<file path="src/rtl/conv_pkg.sv">
// Shared constants and FSM encoding for the distributed-arithmetic
// convolution engine and its coefficient ROM.
package conv_pkg;

  localparam int DA_ADDR_WIDTH     = 9;
  localparam int DA_ROM_DATA_WIDTH = 8;
  localparam int COEFF_WIDTH       = 4;

  typedef enum logic [1:0] {
    IDLE  = 2'd0,
    SHIFT = 2'd1,
    DONE  = 2'd2
  } state_e;

endpackage : conv_pkg

</file>
<file path="src/rtl/da_rom_9.sv">
// Distributed-arithmetic ROM: for a 9-bit address, returns the signed sum of
// the coefficients whose address bit is set. Purely combinational.
module da_rom_9
  import conv_pkg::*;
#(
  parameter logic [35:0] COEFFICIENTS = 36'h000010000
) (
  input  logic        [DA_ADDR_WIDTH-1:0]     addr,
  output logic signed [DA_ROM_DATA_WIDTH-1:0] data
);

  // Nine 4-bit terms stay within [-72, 63], so 8 bits never overflow.
  always_comb begin
    data = '0;
    for (int i = 0; i < DA_ADDR_WIDTH; i++) begin
      if (addr[i]) begin
        data = data + DA_ROM_DATA_WIDTH'(signed'(COEFFICIENTS[COEFF_WIDTH*i +: COEFF_WIDTH]));
      end
    end
  end

endmodule : da_rom_9

</file>
<file path="src/rtl/da_conv_engine_9.sv">
// Bit-serial DA engine: slices nine pixels MSB-first into ROM addresses and
// shift-accumulates the ROM outputs into one 3x3 convolution result.
module da_conv_engine_9
  import conv_pkg::*;
#(
  parameter logic [35:0] COEFFICIENTS = 36'h000010000,
  parameter int          DATA_WIDTH   = 8,
  parameter bit          SIGNED_DATA  = 1'b0
) (
  input  logic                           clk,
  input  logic                           rst_n,
  input  logic                           in_valid,
  output logic                           in_ready,
  input  logic [9*DATA_WIDTH-1:0]        pixels,
  output logic                           out_valid,
  input  logic                           out_ready,
  output logic signed [DATA_WIDTH+7:0]   result
);

  localparam int             AW      = DATA_WIDTH + 8;
  localparam int             CW      = $clog2(DATA_WIDTH);
  localparam logic [CW-1:0]  CNT_TOP = CW'(DATA_WIDTH - 1);

  state_e                          state_q, state_d;
  logic        [CW-1:0]            cnt_q, cnt_d;
  logic signed [AW-1:0]            acc_q, acc_d;
  logic signed [AW-1:0]            result_q, result_d;
  logic        [DATA_WIDTH-1:0]    pix_q [DA_ADDR_WIDTH];
  logic        [DATA_WIDTH-1:0]    pix_d [DA_ADDR_WIDTH];

  logic        [DA_ADDR_WIDTH-1:0]     rom_addr;
  logic signed [DA_ROM_DATA_WIDTH-1:0] rom_data;
  logic signed [AW-1:0]                rom_ext;
  logic signed [AW-1:0]                acc_shl;
  logic signed [AW-1:0]                acc_step;
  logic                                accept;

  da_rom_9 #(
    .COEFFICIENTS (COEFFICIENTS)
  ) u_rom (
    .addr (rom_addr),
    .data (rom_data)
  );

  // ---------------------------------------------------------------- FSM
  // NOTE: sequential state uses non-blocking (<=) so every flop samples
  // pre-edge values regardless of block ordering.
  always_ff @(posedge clk or negedge rst_n) begin
    if (!rst_n) state_q <= IDLE;
    else        state_q <= state_d;
  end

  assign accept = in_valid && in_ready;

  // NOTE: a default assignment first in every always_comb prevents latches
  // on paths that do not assign the signal.
  always_comb begin
    state_d = state_q;
    case (state_q)
      IDLE:    if (accept)        state_d = SHIFT;
      SHIFT:   if (cnt_q == '0)   state_d = DONE;
      DONE:    if (out_ready)     state_d = IDLE;
      default:                    state_d = IDLE;
    endcase
  end

  // in_ready is gated by rst_n so it reads 0 for the whole reset window.
  always_comb begin
    in_ready  = 1'b0;
    out_valid = 1'b0;
    case (state_q)
      IDLE:    in_ready  = rst_n;
      DONE:    out_valid = 1'b1;
      default: ;
    endcase
  end

  // ----------------------------------------------------------- datapath
  always_comb begin
    for (int i = 0; i < DA_ADDR_WIDTH; i++) begin
      rom_addr[i] = pix_q[i][DATA_WIDTH-1];
    end
    rom_ext = AW'(rom_data);
    acc_shl = acc_q <<< 1;
    // For two's-complement pixels the MSB plane carries negative weight.
    if (SIGNED_DATA && (cnt_q == CNT_TOP)) acc_step = acc_shl - rom_ext;
    else                                   acc_step = acc_shl + rom_ext;
  end

  always_comb begin
    pix_d    = pix_q;
    cnt_d    = cnt_q;
    acc_d    = acc_q;
    result_d = result_q;
    case (state_q)
      IDLE: begin
        if (accept) begin
          for (int i = 0; i < DA_ADDR_WIDTH; i++) begin
            pix_d[i] = pixels[i*DATA_WIDTH +: DATA_WIDTH];
          end
          acc_d = '0;
          cnt_d = CNT_TOP;
        end
      end
      SHIFT: begin
        for (int i = 0; i < DA_ADDR_WIDTH; i++) begin
          pix_d[i] = pix_q[i] << 1;
        end
        acc_d = acc_step;
        cnt_d = cnt_q - 1'b1;
        if (cnt_q == '0) result_d = acc_step;
      end
      default: ;
    endcase
  end

  // NOTE: the pixel shift registers are a handful of flops, not a RAM, so
  // they take the async reset like everything else and never hold residue.
  always_ff @(posedge clk or negedge rst_n) begin
    if (!rst_n) begin
      cnt_q    <= '0;
      acc_q    <= '0;
      result_q <= '0;
      for (int i = 0; i < DA_ADDR_WIDTH; i++) pix_q[i] <= '0;
    end else begin
      cnt_q    <= cnt_d;
      acc_q    <= acc_d;
      result_q <= result_d;
      for (int i = 0; i < DA_ADDR_WIDTH; i++) pix_q[i] <= pix_d[i];
    end
  end

  assign result = result_q;

endmodule : da_conv_engine_9

</file>
<file path="config.mk">
export PLATFORM = sky130hd
export DESIGN_NAME = da_conv_engine_9
export DESIGN_NICKNAME = d
export VERILOG_FILES = /design/src/rtl/conv_pkg.sv /design/src/rtl/da_rom_9.sv /design/src/rtl/da_conv_engine_9.sv
export SDC_FILE = /design/constraint.sdc
export NUM_CORES = 1
export LEC_CHECK = 0
export ABC_AREA = 1
export BUFFER_PORTS_ARGS = -buffer_cell sky130_fd_sc_hd__buf_2
export CELL_PAD_IN_SITES_DETAIL_PLACEMENT = 0
export CELL_PAD_IN_SITES_GLOBAL_PLACEMENT = 1
export CORE_MARGIN = 2
export CORE_UTILIZATION = 34
export CTS_CLUSTER_SIZE = 20
export DETAILED_ROUTE_END_ITERATION = 16
export PLACE_DENSITY_LB_ADDON = 0.15
export SYNTH_ARGS = -nofsm -noshare
export SYNTH_HDL_FRONTEND = slang
export SYNTH_SLANG_ARGS = --single-unit
</file>
<file path="constraint.sdc">
create_clock -name clk -period 2.25 [get_ports clk]
set_input_delay 0.675 -clock clk [delete_from_list [all_inputs] [get_ports clk]]
set_output_delay 0.675 -clock clk [all_outputs]
set_load 0.01 [all_outputs]
</file>
==> results.py <==
metrics = {
    "outcome": {
        "outcome": "finished, final reports clean",
    },
    "timing": {
        "finalHoldViolCount": 0,
        "worstMarginPinSlew_ns": 0.580,
        "grt_setup_unrepaired": "false",
        "maxSlewHeadroom_pct": 61.3,
        "fin_crit_ns": 1.90,
        "tns_ns": 0,
        "fmax_ghz": 0.525,
        "finalSetupViolCount": 0,
        "skew_ns": 0.00339,
        "drv_slew": 0,
        "holdWs_ns": 0.469,
        "fin_ws_ns": 0.347,
        "min_period_over_period_pct": 84.6,
    },
    "global_routing": {
        "grt_usage_pct": 13.9,
        "grtUsageMet3_pct": 3.52,
        "use_met1_pct": 18.4,
        "grt_pass1_wl_mm": 6.84,
        "antenna_found_initial": 0,
        "grt_pass1_vias": 1429,
        "grt-ovfl-total": 0,
        "gr-usage-met2_pct": 22.4,
        "busiest_layer": "met2",
        "grt_start_max_net_pins": 45,
    },
    "cts": {
        "ctsHtreeMaxLevel": 2,
        "clk_pin_slew_ns": 0.08,
        "holdBufCountCts": 0,
        "cts_made_buffers": 5,
        "cts_sinks": 44,
        "cts_root_buf": "clkbuf_8",
        "post_cts_resized": 0,
        "cts_buffer_depth": 2,
        "cts_tree": "done",
        "post-cts-setup-buffers": 0,
        "clk_latency_ns": 0.29,
    },
    "die": {
        "dieWidth_um": 79.0,
        "initial_core_util_pct": 35.0,
        "die-height_um": 79.0,
        "num_rows": 27,
        "core-area_um2": 5470,
        "pin_count": 94,
        "dieArea_um2": 6250,
    },
    "synthesis": {
        "synth_top_area_cell": "dfrtp_1",
        "synth.top_cell.area_share_pct": 57.5,
        "avgSynthCellArea_um2": 8.62,
        "synth_area_leaders": "dfrtp_1 58%, nand2_1 21%, nand3_1 11%",
        "synth_cell_type_count": 19,
        "ys_warn_count": 0,
        "synth_area_um2": 1910,
        "synth_nets": 300,
        "yosysSeqAreaShare_pct": 57.5,
        "synthCells": 222,
        "ys_ff_latch": 44,
    },
    "critical_path": {
        "path_class": "in -> out",
        "cpMostUsedCell": "buf_2",
        "max_stage_delay_ns": 0.24,
        "arrival_ns": 1.23,
        "cp.required_ns": 1.57,
        "crit_slowest_cell": "nor3b_1",
        "cp_max_fo": 3,
        "startpoint_type": "primary input",
        "critPathTopFamily": "buffers and inverters",
        "path_cells": "buf_2, nor3b_1, buf_2",
        "critPathBufInv": 2,
        "worst_setup_path_end_kind": "output pin",
    },
    "power_and_ir_drop": {
        "peakVddDrop_mv": 0.631,
        "p_leak_uw": 0.00128,
        "p_per_area_nw_per_um2": 1360,
    },
    "job": {
        "max-cap-violations": 0,
    },
    "finish": {
        "synthToLayoutAreaGrowth_pct": 15.6,
        "final_util_pct": 40.4,
        "drive_gt1_share_pct": 19.0,
        "nets": 331,
        "stdcell_area_um2": 2210,
        "antenna_cells": 0,
    },
    "drt": {
        "wire_per_inst_um": 12.3,
        "drt_iter0_drc": 140,
        "drt_first_pass_iters": 4,
        "drc": 0,
        "viasPerCell": 4.57,
        "vias": 1485,
        "detail-route-antenna-nets": 0,
        "wl_mm": 3.98,
    },
    "place": {
        "portBuffers": 29,
        "dpl.hpwl_mm": 2.48,
        "pre_cts_ws_ns": 0.335,
        "place_congestion": 0.659,
        "placed_area_um2": 2120,
    },
    "worst_hold_path": {
        "holdCritPathClass": "reg -> reg",
    },
}
metal layers:
metal	vias up	share of wire [%]
met2	27	44
met1	689	51
met5	-	0
li1	765	-
met4	0	0.88
met3	4	4.0
where the power goes:
group | switching (uW) | internal, uW
Clock | 263 | 274
Sequential | 198 | 1110
Combinational | 763 | 410
registers in the layout (all words and copies together), names as in the netlist:
name,count
pix_q,8
state_q,2
cnt_q,3
result,16
acc_q,15
kinds of logic after synthesis:
family | synth area share (%)
AOI/OAI and AO/OA | 0.653
adders and majority gates | 1.31
buffers and inverters | 5.03
DFF | 57.5
and+or+nand+nor | 35.5
worst register-to-register path: stages, from the launching register on:
cell and delay [ns]:
dfrtp_1 0.38, inv_1 0.10, ha_1 0.15, inv_1 0.04, nor2_2 0.32, buf_4 0.27, nand3_1 0.10, nand2_1 0.08
cells in the mapped netlist:
library cell    n
ha_1            2
buf_2           5
nor2_2          1
nand2_1       107
inv_1           4
nand2_2         1
nand3_1        42
nand2_4         1
nor2_4          1
nand3b_1        1
nor3b_1         1
inv_2           1
o21ai_0         1
nor2_1          2
buf_4           4
dfrtp_1        44
nand3_2         1
o31ai_1         1
buf_6           2
cell usage in the layout, fill, tap and decap left out, types with 2 or more instances in the layout:
cell	n
nand2_1	107
buf_2	29
nand3_1	42
nor2_1	2
buf_4	6
inv_1	4
dfrtp_1	44
clkbuf_8	7
ha_1	2
cell type report:
cell class	count	area, um^2
Tap cell	72	90.1
Timing Repair Buffer	35	190
Inverter	5	18.8
Multi-Input combinational cell	162	717
Fill cell	592	3260
Sequential cell	44	1100
Clock buffer	7	96.3
metrics by stage:
| stage | power (uW) | instances |
|---|---|---|
| CTS | 3070 | 325 |
| detailed placement | 2520 | 318 |
| global placement | 2510 | 318 |
| floorplan | 2190 | 222 |
| global route | 3300 | 325 |
| finish | 3020 | 325 |
final timing paths:
check | start | end | slack, ns | cells past startpoint
max | rst_n | in_ready | 0.35 | 3
min reg2reg | result[12] | result[12] | 0.47 | 2
min | result[12] | result[12] | 0.47 | 2
max in group asynchronous | rst_n | acc_q[12] | 1.30 | 2
max reg2reg | cnt_q[0] | result[14] | 0.75 | 7
min in group asynchronous | rst_n | acc_q[11] | 0.55 | 2
(Power assumes the default switching activity.)
